===== config.mk =====
export PLATFORM = sky130hd
export DESIGN_NAME = uart_rx_ctrl
export DESIGN_NICKNAME = d
export VERILOG_FILES = /design/src/rtl/uart_pkg.sv /design/src/rtl/uart_byte_fifo.sv /design/src/rtl/uart_rx_ctrl.sv
export SDC_FILE = /design/constraint.sdc
export NUM_CORES = 1
export LEC_CHECK = 0
export ABC_CLOCK_PERIOD_IN_PS = 3550
export CELL_PAD_IN_SITES_DETAIL_PLACEMENT = 1
export CELL_PAD_IN_SITES_GLOBAL_PLACEMENT = 2
export CORE_MARGIN = 4
export CORE_UTILIZATION = 42
export DETAILED_ROUTE_END_ITERATION = 16
export PLACE_DENSITY = 0.86
export SLEW_MARGIN = 40
export SYNTH_ARGS = -nofsm -noshare
export SYNTH_HDL_FRONTEND = slang
export SYNTH_SLANG_ARGS = --single-unit

===== constraint.sdc =====
create_clock -name clk -period 3.55 [get_ports clk]
set_clock_uncertainty 0.15 [all_clocks]
set_input_delay 0.355 -clock clk [delete_from_list [all_inputs] [get_ports clk]]
set_output_delay 0.355 -clock clk [all_outputs]
set_load 0.02 [all_outputs]

===== src/rtl/uart_pkg.sv =====
// rtl/uart_pkg.sv - shared types and constants for the UART receive controller
// Purpose: state encoding, baud_select width and reset baud value shared by
//          uart_rx_ctrl and its testbench.
// Ports:   none (package).
package uart_pkg;

  localparam int BAUD_W = 3;

  localparam logic [BAUD_W-1:0] BAUD_DEFAULT_C = 3'b000;

  typedef enum logic [1:0] {
    ST_DISABLED = 2'd0,
    ST_ARMED    = 2'd1,
    ST_RECONFIG = 2'd2
  } rx_state_e;

endpackage


===== src/rtl/uart_byte_fifo.sv =====
// rtl/uart_byte_fifo.sv - parameterised first-word-fall-through byte FIFO
// Purpose: small FWFT FIFO; head entry is visible on rd_data_o while not empty.
// Ports:   clk, reset (async active-low),
//          push_i/wdata_i  write side, push ignored when full unless popped together,
//          pop_i           pop head, ignored when empty,
//          rd_data_o       head entry (0 when empty),
//          empty_o/full_o/count_o  occupancy decoded from registered count.
module uart_byte_fifo #(
  parameter int DEPTH = 8,
  parameter int DW    = 8
) (
  input  logic                     clk,
  input  logic                     reset,
  input  logic                     push_i,
  input  logic [DW-1:0]            wdata_i,
  input  logic                     pop_i,
  output logic [DW-1:0]            rd_data_o,
  output logic                     empty_o,
  output logic                     full_o,
  output logic [$clog2(DEPTH):0]   count_o
);

  localparam int AW = $clog2(DEPTH);
  localparam int CW = AW + 1;
  localparam logic [CW-1:0] FULL_CNT = CW'(DEPTH);

  logic [DW-1:0] mem_q [DEPTH];
  logic [AW-1:0] wr_ptr_q, rd_ptr_q;
  logic [CW-1:0] count_q, count_d;
  logic          do_push, do_pop;

  assign empty_o = (count_q == '0);
  assign full_o  = (count_q == FULL_CNT);
  assign count_o = count_q;

  // A pop frees a slot in the same cycle, so a push into a full FIFO still
  // lands when it is paired with a pop. No bypass when empty.
  assign do_pop  = pop_i & ~empty_o;
  assign do_push = push_i & (~full_o | do_pop);

  assign rd_data_o = empty_o ? '0 : mem_q[rd_ptr_q];

  always_comb begin
    count_d = count_q;
    case ({do_push, do_pop})
      2'b10:   count_d = count_q + 1'b1;
      2'b01:   count_d = count_q - 1'b1;
      default: count_d = count_q;
    endcase
  end

  // Pointers are AW bits wide, so wrap is the natural modulo-DEPTH overflow.
  always_ff @(posedge clk or negedge reset) begin
    if (!reset) begin
      wr_ptr_q <= '0;
      rd_ptr_q <= '0;
      count_q  <= '0;
    end else begin
      if (do_push) wr_ptr_q <= wr_ptr_q + 1'b1;
      if (do_pop)  rd_ptr_q <= rd_ptr_q + 1'b1;
      count_q <= count_d;
    end
  end

  // Storage needs no reset: stale entries are never visible while empty.
  always_ff @(posedge clk) begin
    if (do_push) mem_q[wr_ptr_q] <= wdata_i;
  end

endmodule


===== src/rtl/uart_rx_ctrl.sv =====
// rtl/uart_rx_ctrl.sv - UART receiver sequencer with byte FIFO and error counters
// Purpose: drives receiver Rx_EN/baud_select, captures bytes on the rising
//          edge of Rx_VALID, counts framing/parity errors, flags overrun and
//          quiesces the receiver around baud changes.
// Ports:   clk, reset (async active-low),
//          cfg_enable/cfg_wr/cfg_baud  host configuration,
//          baud_select/Rx_EN           to receiver,
//          Rx_DATA/Rx_VALID/Rx_FERROR/Rx_PERROR  from receiver,
//          rd_en/rd_data/fifo_empty/fifo_full/fifo_count  host FIFO side,
//          overrun/ferr_cnt/perr_cnt/err_clr  error status.
module uart_rx_ctrl
  import uart_pkg::*;
#(
  parameter int                FIFO_DEPTH     = 8,
  parameter int                CNT_W          = 8,
  parameter int                QUIESCE_CYCLES = 16,
  parameter logic [BAUD_W-1:0] BAUD_DEFAULT   = BAUD_DEFAULT_C
) (
  input  logic                        clk,
  input  logic                        reset,
  input  logic                        cfg_enable,
  input  logic                        cfg_wr,
  input  logic [BAUD_W-1:0]           cfg_baud,
  output logic [BAUD_W-1:0]           baud_select,
  output logic                        Rx_EN,
  input  logic [7:0]                  Rx_DATA,
  input  logic                        Rx_VALID,
  input  logic                        Rx_FERROR,
  input  logic                        Rx_PERROR,
  input  logic                        rd_en,
  output logic [7:0]                  rd_data,
  output logic                        fifo_empty,
  output logic                        fifo_full,
  output logic [$clog2(FIFO_DEPTH):0] fifo_count,
  output logic                        overrun,
  output logic [CNT_W-1:0]            ferr_cnt,
  output logic [CNT_W-1:0]            perr_cnt,
  input  logic                        err_clr
);

  localparam int QW = (QUIESCE_CYCLES > 1) ? $clog2(QUIESCE_CYCLES) : 1;
  localparam logic [QW-1:0]    QCNT_LOAD = QW'(QUIESCE_CYCLES - 1);
  localparam logic [CNT_W-1:0] CNT_MAX   = {CNT_W{1'b1}};

  rx_state_e         state_q;
  logic [QW-1:0]     qcnt_q;
  logic              rx_en_q;
  logic [BAUD_W-1:0] baud_q;
  logic              rx_valid_q;
  logic              overrun_q, overrun_d;
  logic [CNT_W-1:0]  ferr_q, ferr_d;
  logic [CNT_W-1:0]  perr_q, perr_d;
  logic              armed, push, drop;

  assign Rx_EN       = rx_en_q;
  assign baud_select = baud_q;
  assign overrun     = overrun_q;
  assign ferr_cnt    = ferr_q;
  assign perr_cnt    = perr_q;

  // cfg_wr wins over every other transition and restarts the quiesce window,
  // so back-to-back baud writes always give the receiver a full quiet period.
  always_ff @(posedge clk or negedge reset) begin
    if (!reset) begin
      state_q <= ST_DISABLED;
      rx_en_q <= 1'b0;
      baud_q  <= BAUD_DEFAULT;
      qcnt_q  <= '0;
    end else if (cfg_wr) begin
      state_q <= ST_RECONFIG;
      rx_en_q <= 1'b0;
      baud_q  <= cfg_baud;
      qcnt_q  <= QCNT_LOAD;
    end else begin
      case (state_q)
        ST_DISABLED: begin
          if (cfg_enable) begin
            state_q <= ST_ARMED;
            rx_en_q <= 1'b1;
          end
        end
        ST_ARMED: begin
          if (!cfg_enable) begin
            state_q <= ST_DISABLED;
            rx_en_q <= 1'b0;
          end
        end
        ST_RECONFIG: begin
          if (qcnt_q == '0) begin
            state_q <= cfg_enable ? ST_ARMED : ST_DISABLED;
            rx_en_q <= cfg_enable;
          end else begin
            qcnt_q <= qcnt_q - 1'b1;
          end
        end
        default: begin
          state_q <= ST_DISABLED;
          rx_en_q <= 1'b0;
        end
      endcase
    end
  end

  assign armed = (state_q == ST_ARMED);

  // Rx_VALID stays high while the line idles, so only its rising edge pushes.
  assign push = Rx_VALID & ~rx_valid_q & armed;
  assign drop = push & fifo_full & ~rd_en;

  always_comb begin
    overrun_d = overrun_q;
    if (err_clr)   overrun_d = 1'b0;
    else if (drop) overrun_d = 1'b1;
  end

  always_comb begin
    ferr_d = ferr_q;
    if (err_clr)
      ferr_d = '0;
    else if (Rx_FERROR && armed && ferr_q != CNT_MAX)
      ferr_d = ferr_q + CNT_W'(1);
  end

  always_comb begin
    perr_d = perr_q;
    if (err_clr)
      perr_d = '0;
    else if (Rx_PERROR && armed && perr_q != CNT_MAX)
      perr_d = perr_q + CNT_W'(1);
  end

  always_ff @(posedge clk or negedge reset) begin
    if (!reset) begin
      rx_valid_q <= 1'b0;
      overrun_q  <= 1'b0;
      ferr_q     <= '0;
      perr_q     <= '0;
    end else begin
      rx_valid_q <= Rx_VALID;
      overrun_q  <= overrun_d;
      ferr_q     <= ferr_d;
      perr_q     <= perr_d;
    end
  end

  uart_byte_fifo #(
    .DEPTH (FIFO_DEPTH),
    .DW    (8)
  ) u_fifo (
    .clk       (clk),
    .reset     (reset),
    .push_i    (push),
    .wdata_i   (Rx_DATA),
    .pop_i     (rd_en),
    .rd_data_o (rd_data),
    .empty_o   (fifo_empty),
    .full_o    (fifo_full),
    .count_o   (fifo_count)
  );

endmodule


==> results of run 1 <==
## timing repair
item | in CTS | in global routing
setup endpoints to repair | 0 | 0
setup buffers | 0 | 0
resized for setup | 0 | 0
endpoints found under the hold margin | 37 | 0
hold buffers | 1 | 0
## state kept, by name (all words and copies together), names as in the netlist
signal / flops
overrun: 1
baud_select: 3
perr_cnt: 8
u_fifo.count_o: 4
rx_valid_q: 1
u_fifo.wr_ptr_q: 3
qcnt_q: 4
ferr_cnt: 8
u_fifo.rd_ptr_q: 3
state_q: 2
u_fifo.mem_q: 64
## final cells by class
class / count / share of cell area
clock inverters: 7 / 0.0141
well taps: 136 / 0.0319
flip-flops and latches: 101 / 0.534
repair buffers: 61 / 0.111
multi-input cells: 183 / 0.282
inverters: 6 / 0.00422
clock buffers: 9 / 0.0232
## critical path: cells and delay by family, from the launching register on
kind | cells | cell delay [ps]
buffers and inverters | 1 | 530
flip-flops | 1 | 860
multiplexers | 2 | 600
AND/OR/NAND/NOR | 1 | 60
## layer usage
layer,part of all wire,wire length [µm],global-route usage
met2,0.51,4960,0.279
met4,0.0091,89,0.0517
met3,0.047,456,0.0279
met1,0.44,4240,0.226
met5,0,0,0
## path summary, 6_finish.rpt
check | start | to | slack, ps | cells after the start
max reg2reg | state_q[1] | u_fifo.mem_q[5][2] | 800 | 4
max | u_fifo.rd_ptr_q[1] | rd_data[3] | 630 | 4
min | reset | perr_cnt[1] | 330 | 2
min in group clk | Rx_VALID | rx_valid_q | 330 | 1
min reg2reg | baud_select[1] | baud_select[1] | 370 | 1
max in group asynchronous | reset | u_fifo.rd_ptr_q[1] | 2570 | 2
## report_power, final
group | leakage, µW | total, µW | switching, µW | internal [µW]
sequential | 0.00105 | 1420 | 126 | 1290
combinational | 0.000756 | 870 | 395 | 475
clock | 0.0000985 | 729 | 450 | 280
total | 0.00190 | 3020 | 971 | 2040
## layout by cell type, fill, tap and decap left out, types with 4 or more instances in the layout
cell type and count:
or3_1 4, nor3_1 8, nand3_1 5, dfrtp_1 37, nand2b_1 5, mux2_2 6
a21oi_1 8, xor2_1 5, nor2_1 32, ha_1 6, xnor2_1 8, a31oi_1 4
a211oi_1 4, clkbuf_8 9, clkdlybuf4s50_1 53, buf_4 7, edfxtp_1 64, nand2_1 15
inv_1 6, mux2i_1 12, mux4_2 16
## metrics by stage
step           total power, µW   util  setup WS (ps)
2_1_floorplan             1990      -            995
3_3_place_gp              2300  0.498            721
3_5_place_dp              2330  0.499            544
4_1_cts                   3060  0.519            596
5_1_grt                   3180  0.519            485
6_report                  3020  0.519            632
## cell families (layout without fill, tap and decap cells)
kind of cell    after synthesis  in the layout  share of synthesized area
flops                       101            101                      0.644
simple gates                 96             96                      0.116
mux                          35             35                      0.126
compound gates               33             33                     0.0540
buf+inv                      19             83                     0.0170
xor+xnor                     13             13                     0.0257
fa+ha+maj                     6              6                     0.0170
==> key figures, run 1 <==
Outcome
  – Status: complete, no violations

Synthesis
  – Flops & latches, synth: 101
  – Commonest cells in the netlist: edfxtp_1, dfrtp_1, nor2_1
  – Yosys top cell by area: edfxtp_1
  – Synth Instances: just over 300
  – Synth Flop Type: edfxtp_1
  – EDFF count, synth: 64
  – Avg Cell Area, Syn: between 10 and 15 µm²
  – Largest cells by area after synthesis: edfxtp_1, dfrtp_1, mux4_2
  – Synth warn: 0
  – Yosys top cell area share: 0.435
  – Syn Nets: 329
  – Ys async rst share: 0.366
  – Cell with the most instances after synthesis: edfxtp_1
  – Yosys cell types: 53
  – Post-synthesis sequential area ratio: 0.644
  – Netlist Area Pre-Place: roughly 0.0044 mm²

GRT
  – Initial antenna violation count: 0
  – Vias in the first global route: 3051
  – GRT Total Usage: 0.168
  – Pin count of the biggest net entering global routing: 38
  – Global-route wire length before repair: roughly 16 mm
  – Gr ovfl total: 0

Clock tree
  – CTS Buf Count: 9
  – H-Tree Depth: 3
  – Clock Path Buffers: 2
  – Clk_lat worst skew: 370 ps
  – Clock-pin slew on the worst setup and hold paths: 110 ps
  – CTS tree: yes
  – Clock sinks: just over 100
  – Clk root buf: clkbuf_8

STA
  – Hold Worst Slack: between 300 and 400 ps
  – Final hold violation count: 0
  – Tcrit/Tclk final: 0.822
  – Worst-Margin Slew: approximately 790 ps
  – Fmax: 343 MHz
  – # setup viols final: 0
  – Rel. slew slack: 0.469
  – Final count of pins violating max slew: 0
  – Unrepaired setup endpoints after global routing: false
  – Min Tclk post-route: 2920 ps
  – Fin Setup TNS: 0 ps

Final layout
  – Design Area, Final: between 0.005 and 0.006 mm²
  – Multi-input logic area: about 0.0015 mm²
  – Layout cells sized above 1: 0.142
  – Fill cells: around 1000
  – Nets: ~390
  – Area growth syn-to-layout: 20.6%
  – FF/Latch Area: approximately 0.0028 mm²
  – Ant. Diodes: 0
  – Fin cells: just over 500

Floorplanning
  – Core box area: 0.0103 mm²
  – Initial Util: 0.430
  – Die width: approximately 110 µm
  – Top-Level Pins: 55
  – FP Rows: 37
  – Die ar.: ~0.012 mm²
  – Die height: approximately 110 µm

Worst setup path
  – Crit-path cells: mux4_2, mux2i_1, nor2_1, clkdlybuf4s50_1
  – Critical path class: reg2out
  – Critical path's slowest cell: dfrtp_1
  – CP Data Arrival Time: between 2000 and 2500 ps
  – Worst path required time: 3040 ps
  – Crit-path max cell delay: 860 ps
  – Worst setup EP type: primary output
  – Crit-path max FO: 18
  – Crit path launch type: flip-flop

Routing
  – Vias: about 2800
  – DRT iter0 DRCs: 152
  – Vias per inst: roughly 5.5
  – Post-route ant nets: 0
  – Drt drc: 0
  – Routed WL: approximately 9.7 mm
  – DR WL/cell: ~19 µm
  – DR pass1 iterations: 4

Power
  – Leakage: 0.00190 µW
  – Pwr Density: approximately 570 mW/mm²
  – Worst vdd rail ir drop: 364 µV

Run
  – Max-cap violations: 0

Place
  – GPL Wtd Cong: approximately 0.8
  – Placed Instance Area: 0.00512 mm²
  – Placed Cells: 486
  – DP HPWL: 6.86 mm
  – Buffers added on ports: between 50 and 60

Min path
  – Hold Crit Class: in2async
(Power assumes the default switching activity.)
==> inputs of run 2 (changes only) <==
ABC_CLOCK_PERIOD_IN_PS = 2750   (was 3550)
CORE_UTILIZATION = 39   (was 42)
PLACE_DENSITY = 0.81   (was 0.86)
clock period = 2.75 ns   (was 3.55 ns; I/O delays follow)
==> run 2 against run 1 <==
Compared with the run above: non-clock buffer count is 19 higher; critical path type unchanged; critical endpoint is now rd_data[2]; first-iteration DRC count is 18% lower; hold slack worse by 43 ps; utilization is 0.44 points lower; combinational power is 46% higher; sequential cell count stayed put; power is 48% higher; highest routed layer unchanged; sequential power is 27% higher; die area is 7.1% higher.
==> key figures, run 2 (synthesized netlist as in run 1, its figures left out) <==
Clock tree
  – CTS tree: yes
  – Clock sinks: 101 (unchanged)
  – Clk root buf: clkbuf_16
  – H-Tree Depth: 3 (unchanged)
  – Clk_lat worst skew: 340 ps (-30 ps)
  – Clock Path Buffers: 2 (unchanged)
  – CTS Buf Count: 9 (unchanged)
  – Clock-pin slew on the worst setup and hold paths: 70 ps (-40 ps)

Routing
  – Drt drc: 0 (unchanged)
  – DR WL/cell: 19.0 µm (-1.8%)
  – Vias per inst: 5.38 (-2.4%)
  – Post-route ant nets: 0 (unchanged)
  – DRT iter0 DRCs: 125 (-18%)
  – Routed WL: 10.0 mm (+2.7%)
  – Vias: 2832 (+2.0%)
  – DR pass1 iterations: 4 (unchanged)

Floorplanning
  – Top-Level Pins: 55 (unchanged)
  – Die width: 114 µm (+3.5%)
  – Initial Util: 0.403 (-0.0277)
  – Core box area: 0.0110 mm² (+6.9%)
  – FP Rows: 38 (+2.7%)
  – Die ar.: 0.0131 mm² (+7.1%)
  – Die height: 114 µm (+3.5%)

Place
  – Buffers added on ports: 54 (unchanged)
  – DP HPWL: 6.63 mm (-3.3%)
  – GPL Wtd Cong: 0.783 (-2.2%)

Power
  – Leakage: 0.00215 µW (+13%)
  – Pwr Total: 4460 µW (+48%)
  – Sequential Power Share: 0.405 (-0.065)
  – Switching power: 1280 µW (+32%)
  – Pwr Density: 789 mW/mm² (+40%)
  – Worst vdd rail ir drop: 478 µV (+31%)
  – Switching share of power: 0.288 (-0.0342)
  – Clk pwr share: 0.310 (+0.068)
  – Logic pwr share: 0.284 (-0.004)
  – Int Power: 3180 µW (+55%)

STA
  – Worst-Margin Slew: 632 ps (-161 ps)
  – # setup viols final: 0 (unchanged)
  – Rel. slew slack: 0.577 (+0.108)
  – Tcrit/Tclk final: 0.955
  – Final count of pins violating max slew: 0 (unchanged)
  – Final hold violation count: 0 (unchanged)
  – Unrepaired setup endpoints after global routing: false
  – Fmax: 381 MHz
  – Min Tclk post-route: around 2600 ps

Worst setup path
  – Worst reg2reg setup slack: 240 ps (-560 ps)
  – R2R Path End: u_fifo.count_o[2]
  – Critical path class: reg2out
  – FF-to-FF path depth: 7 (+3)
  – CP Data Arrival Time: 2200 ps (-210 ps)
  – Worst path required time: 2330 ps (-710 ps)
  – Worst setup EP type: primary output
  – Worst R2R Start: u_fifo.count_o[3]
  – Crit-path max FO: 15 (-3)
  – Crit path launch type: flip-flop

Final layout
  – Ant. Diodes: 0 (unchanged)
  – Layout cells sized above 1: 0.181 (+0.0397)
  – Largest register FFs: 64 (unchanged)
  – Layout Utilization: 0.515 (-0.00442)
  – Nets: 407 (+4.9%)
  – Most frequent cells in the layout: edfxtp_1, clkdlybuf4s50_1, dfrtp_1, nor2_1, buf_4
  – Most common cell after layout, fill and taps aside: edfxtp_1
  – Area growth syn-to-layout: 27.8%
  – Largest Register: u_fifo.mem_q

GRT
  – Vias in the first global route: 3101 (+1.6%)
  – Gr ovfl total: 0 (unchanged)
  – GRT Total Usage: 0.165 (-0.00239)
  – Global-route wire length before repair: 16.7 mm (+1.7%)
  – Initial antenna violation count: 0 (unchanged)
  – Pin count of the biggest net entering global routing: 38 (unchanged)

Run
  – Max-cap violations: 0 (unchanged)

Min path
  – Hold Crit Class: in2async

Outcome
  – Status: complete, no violations
run 2: cell count changes in the layout (fill, tap and decap cells not counted), sizes merged, moves of 2 or more:
cell           delta
buf              +19
clkdlybuf4s50     -9
dlymetal6s2s      +7
bufinv            +2
clkbuf            +2
clkinv            -2
dlygate4sd2       +2
run 2: area by class of cell:
type | count | area [µm²]
Tap cell | 140 | 175
Clock buffer | 11 | 243
Sequential cell | 101 | 2850
Multi-Input combinational cell | 183 | 1510
Inverter | 6 | 22.5
Timing Repair Buffer | 80 | 763
Clock inverter | 5 | 88.8
Fill cell | 1100 | 5330
run 2: power groups by stage:
| stage | registers (µW) | clock network [µW] | logic (µW) |
|---|---|---|---|
| finish | 1810 | 1380 | 1270 |
| global route | 1820 | 1500 | 1380 |
| CTS | 1800 | 1420 | 1280 |
| detailed placement | 1830 | 0 | 1280 |
| global placement | 1830 | 0 | 1240 |
| floorplan | 1750 | 0 | 817 |
run 2: worst max-delay path, stage by stage, from the launching register on:
cell,delay [ps]
dfrtp_1,440
buf_12,200
buf_4,160
mux4_2,490
mux2i_1,150
nor2_1,90
dlygate4sd2_1,330
run 2: routing by layer:
layer	part of all wire	up-vias	routed length, µm	global-route usage
met5	0	-	0	0
met4	0.011	0	108	0.0467
met3	0.031	9	310	0.0301
met2	0.49	44	4890	0.263
met1	0.47	1470	4700	0.233
li1	-	1309	-	-
run 2: how the worst max path moves through the flow:
| stage | from | end | slack [ps] | cells past startpoint |
|---|---|---|---|---|
| after floorplan | u_fifo.count_o[0] | u_fifo.mem_q[1][0] | 190 | 5 |
| after global placement | Rx_VALID | u_fifo.count_o[2] | 220 | 8 |
| after detailed placement | Rx_VALID | u_fifo.count_o[2] | -3 | 8 |
| after CTS | u_fifo.rd_ptr_q[0] | rd_data[4] | 2 | 5 |
| after global routing | u_fifo.rd_ptr_q[0] | rd_data[2] | 20 | 6 |
| final | u_fifo.rd_ptr_q[0] | rd_data[2] | 120 | 6 |
run 2: repair_timing:
item | CTS | global route
endpoints found under the setup margin | 7 | 8
hold endpoints to repair | 37 | 0
hold buffers | 1 | 0
setup buffers | 0 | 3
gates resized for setup | 3 | 8
run 2: metrics by stage:
step                      std cells  TNS (ps)  cell area, µm²  hold slack, ps  setup slack (ps)
after floorplan                 303         0            4420            -171               195
after global placement          506         0            5260             300               216
after detailed placement        506     -2.98            5260             132             -2.98
after CTS                       523         0            5600             298              2.15
after global routing            526         0            5650             309              15.4
final                           526         0            5650             286               123
